--- config.mk ---
export PLATFORM = sky130hd
export DESIGN_NAME = hazard3_apb_bridge_flat
export DESIGN_NICKNAME = d
export VERILOG_FILES = /design/src/rtl/hazard3_apb_bridge_if.sv /design/src/rtl/hazard3_apb_bridge.sv /design/src/flat_wrapper.sv
export SDC_FILE = /design/constraint.sdc
export NUM_CORES = 1
export LEC_CHECK = 0
export ABC_AREA = 1
export CAP_MARGIN = 20
export CORE_ASPECT_RATIO = 0.9
export CORE_MARGIN = 4
export CORE_UTILIZATION = 36
export CTS_BUF_LIST = sky130_fd_sc_hd__clkbuf_4
export CTS_CLUSTER_SIZE = 10
export DETAILED_ROUTE_END_ITERATION = 8
export PLACE_DENSITY = 0.88
export RECOVER_POWER = 50
export SYNTH_ARGS = -nofsm -noshare
export SYNTH_HDL_FRONTEND = slang
export SYNTH_SLANG_ARGS = --single-unit
--- constraint.sdc ---
create_clock -name clk -period 2.43 [get_ports clk]
set_clock_uncertainty 0.15 [all_clocks]
set_input_delay 0.243 -clock clk [delete_from_list [all_inputs] [get_ports clk]]
set_output_delay 0.243 -clock clk [all_outputs]
set_load 0.02 [all_outputs]
--- src/rtl/hazard3_apb_bridge_if.sv ---
// ---------------------------------------------------------------------------
// hazard3_apb_bridge_if
// Bus bundle for the AHB5 -> APB3 bridge. Carries both the AHB5 subordinate
// signals and the APB3 requester signals so the bridge has a single bus port.
//
// Parameters:
//   W_ADDR   AHB address width
//   W_PADDR  APB address width
//   W_DATA   AHB/APB data width
//
// Signals (direction as seen by the bridge, modport slave):
//   AHB in : hsel, haddr, hwrite, htrans, hsize, hready, hwdata
//   AHB out: hready_resp, hresp, hrdata
//   APB out: psel, penable, pwrite, paddr, pwdata
//   APB in : prdata, pready, pslverr
// Modport master is the opposite view (AHB manager + APB completer).
// ---------------------------------------------------------------------------
interface hazard3_apb_bridge_if #(
    parameter int unsigned W_ADDR  = 32,
    parameter int unsigned W_PADDR = 16,
    parameter int unsigned W_DATA  = 32
);
    // AHB5 side
    logic              hsel;
    logic [W_ADDR-1:0] haddr;
    logic              hwrite;
    logic [1:0]        htrans;
    logic [2:0]        hsize;
    logic              hready;
    logic [W_DATA-1:0] hwdata;
    logic              hready_resp;
    logic              hresp;
    logic [W_DATA-1:0] hrdata;

    // APB3 side
    logic               psel;
    logic               penable;
    logic               pwrite;
    logic [W_PADDR-1:0] paddr;
    logic [W_DATA-1:0]  pwdata;
    logic [W_DATA-1:0]  prdata;
    logic               pready;
    logic               pslverr;

    modport slave (
        input  hsel, haddr, hwrite, htrans, hsize, hready, hwdata,
        output hready_resp, hresp, hrdata,
        output psel, penable, pwrite, paddr, pwdata,
        input  prdata, pready, pslverr
    );

    modport master (
        output hsel, haddr, hwrite, htrans, hsize, hready, hwdata,
        input  hready_resp, hresp, hrdata,
        input  psel, penable, pwrite, paddr, pwdata,
        output prdata, pready, pslverr
    );
endinterface

--- src/rtl/hazard3_apb_bridge.sv ---
// ---------------------------------------------------------------------------
// hazard3_apb_bridge
// AHB5 subordinate to APB3 requester bridge. One AHB transfer maps onto one
// APB transfer; only word-sized writes are bridged, narrower/wider writes get
// a two-cycle AHB error response without touching APB. Reads of any size are
// forwarded as full-width APB reads.
//
// Ports:
//   clk   single clock, all state updates on posedge
//   rst   asynchronous, active-high reset
//   bus   hazard3_apb_bridge_if.slave (AHB5 subordinate + APB3 requester)
//
// Parameters: W_ADDR, W_PADDR, W_DATA (must match the bus instance).
//
// Build option: define HAZARD3_APB_BRIDGE_TIMEOUT_EN to add an 8-bit APB
// wait-state watchdog; after 255 consecutive ACCESS cycles without pready
// the transfer is abandoned with an AHB error response. Without the macro
// the bridge waits for pready indefinitely.
// ---------------------------------------------------------------------------
module hazard3_apb_bridge #(
    parameter int unsigned W_ADDR  = 32,
    parameter int unsigned W_PADDR = 16,
    parameter int unsigned W_DATA  = 32
) (
    input  logic                  clk,
    input  logic                  rst,
    hazard3_apb_bridge_if.slave   bus
);

    typedef enum logic [2:0] {
        IDLE,
        WDATA,
        SETUP,
        ACCESS,
        ERR1,
        ERR2
    } state_t;

    state_t state;
    state_t state_nxt;

    logic               accept;
    logic               size_bad;
    logic               tmo_hit;

    logic               psel_c;
    logic               penable_c;
    logic               hready_resp_c;
    logic               hresp_c;

    logic [W_PADDR-1:0] paddr_q;
    logic               pwrite_q;
    logic [W_DATA-1:0]  pwdata_q;
    logic [W_DATA-1:0]  hrdata_q;

    // Upper AHB address bits and htrans[0] (SEQ vs NONSEQ) carry no meaning here.
    logic unused_bits;
    assign unused_bits = ^{bus.haddr[W_ADDR-1:W_PADDR], bus.htrans[0]};

    // A new address phase can only land while the previous data phase is
    // finishing (IDLE or the second error cycle).
    assign accept   = bus.hsel & bus.htrans[1] & bus.hready
                    & ((state == IDLE) | (state == ERR2));
    assign size_bad = bus.hwrite & (bus.hsize != 3'b010);

`ifdef HAZARD3_APB_BRIDGE_TIMEOUT_EN
    logic [7:0] tmo_cnt;

    // The 255th stalled ACCESS cycle is the one that sees the count at 254.
    assign tmo_hit = (tmo_cnt == 8'd254);

    always_ff @(posedge clk or posedge rst) begin
        if (rst) begin
            tmo_cnt <= '0;
        end else if (state_nxt == SETUP) begin
            tmo_cnt <= '0;
        end else if ((state == ACCESS) && !bus.pready) begin
            tmo_cnt <= tmo_cnt + 8'd1;
        end
    end
`else
    assign tmo_hit = 1'b0;
`endif

    always_ff @(posedge clk or posedge rst) begin
        if (rst) begin
            state <= IDLE;
        end else begin
            state <= state_nxt;
        end
    end

    always_comb begin
        state_nxt     = state;
        psel_c        = 1'b0;
        penable_c     = 1'b0;
        hready_resp_c = 1'b1;
        hresp_c       = 1'b0;

        case (state)
            IDLE, ERR2: begin
                hresp_c = (state == ERR2);
                if (accept) begin
                    if (size_bad) begin
                        state_nxt = ERR1;
                    end else if (bus.hwrite) begin
                        state_nxt = WDATA;
                    end else begin
                        state_nxt = SETUP;
                    end
                end else begin
                    state_nxt = IDLE;
                end
            end
            WDATA: begin
                hready_resp_c = 1'b0;
                state_nxt     = SETUP;
            end
            SETUP: begin
                psel_c        = 1'b1;
                hready_resp_c = 1'b0;
                state_nxt     = ACCESS;
            end
            ACCESS: begin
                psel_c        = 1'b1;
                penable_c     = 1'b1;
                hready_resp_c = 1'b0;
                if (bus.pready) begin
                    state_nxt = bus.pslverr ? ERR1 : IDLE;
                end else if (tmo_hit) begin
                    state_nxt = ERR1;
                end
            end
            ERR1: begin
                hready_resp_c = 1'b0;
                hresp_c       = 1'b1;
                state_nxt     = ERR2;
            end
            default: begin
                state_nxt = IDLE;
            end
        endcase
    end

    always_ff @(posedge clk or posedge rst) begin
        if (rst) begin
            paddr_q  <= '0;
            pwrite_q <= 1'b0;
            pwdata_q <= '0;
            hrdata_q <= '0;
        end else begin
            if (accept) begin
                paddr_q  <= bus.haddr[W_PADDR-1:0];
                pwrite_q <= bus.hwrite;
            end
            // AHB write data is valid in the cycle after the address phase.
            if (state == WDATA) begin
                pwdata_q <= bus.hwdata;
            end
            if ((state == ACCESS) && bus.pready && !bus.pslverr && !pwrite_q) begin
                hrdata_q <= bus.prdata;
            end
        end
    end

    assign bus.psel        = psel_c;
    assign bus.penable     = penable_c;
    assign bus.hready_resp = hready_resp_c;
    assign bus.hresp       = hresp_c;
    assign bus.paddr       = paddr_q;
    assign bus.pwrite      = pwrite_q;
    assign bus.pwdata      = pwdata_q;
    assign bus.hrdata      = hrdata_q;

endmodule

--- src/flat_wrapper.sv ---
// flat-port wrapper written by rule: the top's interface ports become plain ports
module hazard3_apb_bridge_flat 
#(
    parameter int unsigned W_ADDR  = 32,
    parameter int unsigned W_PADDR = 16,
    parameter int unsigned W_DATA  = 32
)
  (clk, rst, bus_hsel, bus_haddr, bus_hwrite, bus_htrans, bus_hsize, bus_hready, bus_hwdata, bus_hready_resp, bus_hresp, bus_hrdata, bus_psel, bus_penable, bus_pwrite, bus_paddr, bus_pwdata, bus_prdata, bus_pready, bus_pslverr);
  hazard3_apb_bridge_if #(.W_ADDR(W_ADDR), .W_PADDR(W_PADDR), .W_DATA(W_DATA)) bus_i ();
  input  logic clk;
  input  logic rst;
  input wire logic [$bits(bus_i.hsel)-1:0] bus_hsel;
  input wire logic [$bits(bus_i.haddr)-1:0] bus_haddr;
  input wire logic [$bits(bus_i.hwrite)-1:0] bus_hwrite;
  input wire logic [$bits(bus_i.htrans)-1:0] bus_htrans;
  input wire logic [$bits(bus_i.hsize)-1:0] bus_hsize;
  input wire logic [$bits(bus_i.hready)-1:0] bus_hready;
  input wire logic [$bits(bus_i.hwdata)-1:0] bus_hwdata;
  output wire logic [$bits(bus_i.hready_resp)-1:0] bus_hready_resp;
  output wire logic [$bits(bus_i.hresp)-1:0] bus_hresp;
  output wire logic [$bits(bus_i.hrdata)-1:0] bus_hrdata;
  output wire logic [$bits(bus_i.psel)-1:0] bus_psel;
  output wire logic [$bits(bus_i.penable)-1:0] bus_penable;
  output wire logic [$bits(bus_i.pwrite)-1:0] bus_pwrite;
  output wire logic [$bits(bus_i.paddr)-1:0] bus_paddr;
  output wire logic [$bits(bus_i.pwdata)-1:0] bus_pwdata;
  input wire logic [$bits(bus_i.prdata)-1:0] bus_prdata;
  input wire logic [$bits(bus_i.pready)-1:0] bus_pready;
  input wire logic [$bits(bus_i.pslverr)-1:0] bus_pslverr;
  assign bus_i.hsel = bus_hsel;
  assign bus_i.haddr = bus_haddr;
  assign bus_i.hwrite = bus_hwrite;
  assign bus_i.htrans = bus_htrans;
  assign bus_i.hsize = bus_hsize;
  assign bus_i.hready = bus_hready;
  assign bus_i.hwdata = bus_hwdata;
  assign bus_hready_resp = bus_i.hready_resp;
  assign bus_hresp = bus_i.hresp;
  assign bus_hrdata = bus_i.hrdata;
  assign bus_psel = bus_i.psel;
  assign bus_penable = bus_i.penable;
  assign bus_pwrite = bus_i.pwrite;
  assign bus_paddr = bus_i.paddr;
  assign bus_pwdata = bus_i.pwdata;
  assign bus_i.prdata = bus_prdata;
  assign bus_i.pready = bus_pready;
  assign bus_i.pslverr = bus_pslverr;
  hazard3_apb_bridge #(.W_ADDR(W_ADDR), .W_PADDR(W_PADDR), .W_DATA(W_DATA)) u_core (.clk(clk), .rst(rst), .bus(bus_i));
endmodule
After elaboration in Yosys (flattened, before gate mapping)
Cells that the tools add are included.
Word-level totals
  memory bits (read-only): 0
  register bits after elaboration: 84
  input port bits: 108
  memory bits (writable): 0
  latch bits: 0
  memories: 0
  output and inout bits: 85
Cells by class
  reduce and logical (&&, ||, !) cells: 9
  $lt $le $gt $ge: 0
  $mul: 0
  bitwise logic cells: 5
  eq/ne operators: 7
  div/mod/pow operators: 0
  shift-type cells: 0
  add/subtract/negate cells: 0
  muxes and demuxes: 10
Operator list (number)
  $pmux W3 S5: 1
  $mux W3: 4
  $eq A3 B2 Y1 const B: 2
  $eq A3 B3 Y1 const B: 2
  $and A1 B1 Y1: 4
  $reduce_or A2 Y1: 2
  $reduce_or A4 Y1: 1
  $eq A3 B1 Y1 const B: 1
  $logic_and A1 B1 Y1: 3
  $logic_not A3 Y1: 1
  $mux W1: 3
  $ne A3 B2 Y1 const B: 1
  $logic_not A1 Y1: 2
  $mux W2: 1
  $ne A2 B2 Y1 const B: 1
  $pmux W1 S2: 1
  $or A1 B1 Y1: 1

Depth between registers and ports, before layout
  depth in word-level cells: 5
  depth in mapped cells: 8

Worst setup path before layout
Ideal clock, no wire load.
  kind: flip-flop to output port
  start point: register u_core.state[2]
  end point: output port bus_hready_resp
  slack: 946 ps
  arrival time: 1091 ps
  cell stages (with the launch flop): 6
  path through: dfrtp_1 -> inv_2 -> nand2_1 -> inv_2 -> clkbuf_1 -> nor2_1
On the way
  cells in the longest elaborated chain, start to end: 3
  elaborated cells on any way between the ends: 6
  classes of those cells: 4 x eq/ne; 1 x mux; 1 x reduce/logical
Ends and longest elaborated chain
  start, declared: line hazard3_apb_bridge.sv:39  | state_t state;
  start signal, assigned: line hazard3_apb_bridge.sv:89  | state <= state_nxt;
  $eq A3 B2 Y1 (tied with other cells): line hazard3_apb_bridge.sv:100  | case (state)
  $reduce_or A4 Y1 (no line) (*)
  $mux W1 (*): line hazard3_apb_bridge.sv:100
  end, declared: line flat_wrapper.sv:19  | output wire logic [$bits(bus_i.hready_resp)-1:0] bus_hready_resp;
Mark *: on every way between the ends. The rest lies on a longest branch, timed or not.

Final worst setup path
  start point: register u_core.state[1]
  end point: output port bus_hready_resp
The elaborated chain is that of the path after synthesis.

==> summary.md <==
| Metric | Value |
|---|---|
| Worst-path clk slew | `0.12 ns` |
| Slew @ Worst Pin | `1.020 ns` |
| CTS Hold Bufs | `0` |
| Post-Syn Area | `3418 µm²` |
| Setup Crit Path Kind | `flop to output pin` |
| Crit path depth | `6` |
| Antenna cells | `0` |
| Buf/Inv on CP | `2` |
| Drt via density | `4.705` |
| R2R setup slack | `0.39 ns` |
| CTS tree | `built` |
| Layout area overhead | `57.91%` |
| Total power | `6.774 mW` |
| Clock share of power | `12.7%` |
| Synth cell types | `17` |
| Final non-filler cell total | `689` |
| Ys async rst share | `100.0%` |
| # Post-CTS Setup Buffers | `0` |
| Max Cap Viol | `0` |
| Synth cell count leaders | `nand2_1, dfrtp_1, nand3_1` |
| IO Pins | `193` |
| Cells on worst reg2reg path | `8` |
| Largest family of logic cells by synthesized area | `simple AND/OR/NAND/NOR gates` |
| Critical path endpoint category | `output pin` |
| Routed WL | `10.10 mm` |
| CP Cell Sequence | `inv_2 > nor2_4 > nand2_1 > nand2_1 > nor2_1 > clkdlybuf4s50_1` |
| Total Routing Usage GR | `18.02%` |
| DRT Pass-1 Iters | `5` |
| Final Cycle Share | `93.08%` |
| Die area | `11120 µm²` |
| Fraction of synthesized area in multiplexers | `0%` |
| R2r endpoint | `u_core.bus.hrdata[8]$_DFFE_PP0P_` |
| Count of input and output buffers | `175` |
| CP endpoint | `bus_hready_resp` |
| Number of DRC markers in iteration 0 | `223` |
| Die Width | `110.7 µm` |
| Hold crit path type | `primary input to flop` |
| Gpl congestion | `0.7952` |
| Slowest stage delay, CP | `0.64 ns` |
| Register area share after synthesis | `61.49%` |
| Antenna violations before repair | `0` |
| Post-cts sizing count | `0` |
| Hpwl dp | `7.582 mm` |
| Largest net degree at the start of global routing | `34` |
| Post-synthesis xor/xnor area fraction | `0%` |
| Clk sink count | `84` |
| Slew Limit Headroom | `31.63%` |
| Critical path's top delay family | `buffers and inverters` |
| Vias | `3242` |
| Cell count after synthesis | `390` |
| CTS buffer count | `9` |
| Placed Instances | `674` |
| Layout cells sized above 1 | `5.115%` |
| Int Pwr | `3.957 mW` |
| Vias in the first global route | `3296` |
| Startpoint type of the worst setup path | `flop` |
| Status | `complete, no violations` |
| Global-route wire length before repair | `16.15 mm` |
| Combinational power share | `52.0%` |
| Initial cell density of the core | `37.29%` |
| Fin. Hold Viols | `0` |
| DRC viols | `0` |
| EDFF count, synth | `0` |
| Area leader, netlist | `dfrtp_1` |
| Max Fclk | `442.1 MHz` |
| Top-count cell post-synth | `nand2_1` |
| Top FF cell, synth | `dfrtp_1` |
| Htree depth | `3` |
| RSZ-0062 raised after global routing | `false` |
| Slew Limit Fails | `0` |
| Switching Fraction | `41.59%` |
| Adder-cell share of the synthesized area | `0%` |
| Simple-Gate Fraction of Synth Area | `32.69%` |
| Row count | `33` |
| Critical Path Source | `u_core.state[1]$_DFFE_PP0P_` |
| Top post-synthesis cells by area | `dfrtp_1, nand2_1, nand3_1` |
| Reg2reg start | `u_core.state[1]$_DFFE_PP0P_` |
| Final Setup Violations | `0` |
| DR WL/cell | `14.66 µm` |
| VDD IR max | `0.5886 mV` |
| Final Critical Period | `2.262 ns` |
| Avg Synthesized Cell Area | `8.765 µm²` |
| Final nets | `671` |
| Worst Path Arrival | `1.87 ns` |
| Grt ovf | `0` |
| Critical path peak fanout | `4` |
| Hold WS | `0.2160 ns` |
| Core area | `9166 µm²` |
| Synthesized flop and latch total | `84` |
| Die Y | `100.4 µm` |
| CTS root buffer | `clkbuf_4` |
| Worst-skew pair later-pin latency | `0.40 ns` |
| Post-Syn Nets | `498` |
| Leak | `2.664 nW` |
| Share of the synthesized area in the top cell type | `61.49%` |
| Setup TNS | `0 ns` |
| Max clock buf depth | `2` |
| Yosys warns | `0` |
| Slowest cell on the critical path | `clkdlybuf4s50_1` |
| Pwr Density | `1255 nW/µm²` |
| CP most frequent cell | `nand2_1` |
| Sequential fraction of design power | `35.3%` |
| Switching pwr | `2.817 mW` |
| Crit path required time | `2.04 ns` |
| Complex-gate fraction of the synthesized area | `0.5124%` |
| Post-route ant nets | `0` |
sequential cells by signal (all words and copies together), names as in the netlist:
name,flops
u_core.state,3
u_core.bus.paddr,16
u_core.bus.hrdata,32
u_core.bus.pwdata,32
u_core.bus.pwrite,1
through the flow:
step	utilization [%]	worst slack [ns]	cell area, µm²
finish	58.89	0.1682	5398
global route	58.89	0.01468	5398
CTS	59.35	0.1289	5440
detailed placement	57.74	0.4170	5293
global placement	57.74	0.5111	5293
floorplan	-	0.9456	3422
tightest hold or removal path, stage by stage:
cell             delay (ns)
clkdlybuf4s50_1        0.39
nand2_1                0.06
nand2_1                0.05
area by class of cell:
cell class	count	area (µm²)
clock buffers	9	67.56
clock inverters	6	80.08
fillers	820	3769
inverters	15	57.56
multi-input cells	270	1134
flip-flops and latches	84	2102
well taps	122	152.6
repair buffers	183	1804
how the worst min path moves through the flow:
stage | start | endpoint | slack [ns] | cells after the start
after floorplan | bus_haddr[0] | u_core.bus.paddr[0]$_DFFE_PP0N_ | 0.21 | 2
after CTS | rst | u_core.bus.hrdata[24]$_DFFE_PP0P_ | 0.08 | 2
after global routing | bus_prdata[15] | u_core.bus.hrdata[15]$_DFFE_PP0P_ | 0.21 | 3
final | bus_haddr[5] | u_core.bus.paddr[5]$_DFFE_PP0N_ | 0.22 | 3
after global placement | u_core.bus.pwdata[9]$_DFFE_PP0P_ | u_core.bus.pwdata[9]$_DFFE_PP0P_ | 0.30 | 2
after detailed placement | u_core.bus.paddr[12]$_DFFE_PP0N_ | u_core.bus.paddr[12]$_DFFE_PP0N_ | 0.31 | 2
cell families (layout without fill, tap and decap cells):
| kind of cell | count (synthesis) | in the layout |
|---|---|---|
| AND/OR/NAND/NOR | 267 | 267 |
| flip-flops | 84 | 84 |
| buffers and inverters | 36 | 213 |
| AO/OA/AOI/OAI | 3 | 3 |
layer usage:
metal	routed length [µm]	GRT usage, %	up-vias	share of wire (%)
li1	-	-	1563	-
met1	4064	21.52	1496	40
met2	5001	31.30	155	50
met3	674	4.099	28	6.7
met4	359	8.239	0	3.6
met5	0	0	-	0
layout by cell type (no fill, tap or decap):
master             n
a21oi_1            2
clkbuf_4           9
buf_4              5
nor2_4             1
clkinvlp_4         1
clkinv_1           3
nand2_1          190
bufinv_16          2
inv_1             10
nand4_1            2
nand3_1           65
dlygate4sd3_1     20
clkbuf_2           3
nand2_2            2
inv_2              3
clkdlybuf4s50_1  155
nor2_1             6
clkinvlp_2         1
o21a_1             1
clkinv_2           1
nor3b_4            1
dfrtp_1           84
power by group through the flow:
stage                     clock [mW]  sequential, mW  combinational [mW]
after CTS                      0.890            2.40                3.64
after global placement             0            2.39                3.53
final                          0.862            2.39                3.52
after floorplan                    0            3.14                1.10
after detailed placement           0            2.42                3.64
after global routing           0.938            2.47                3.81
(Power assumes the default switching activity.)
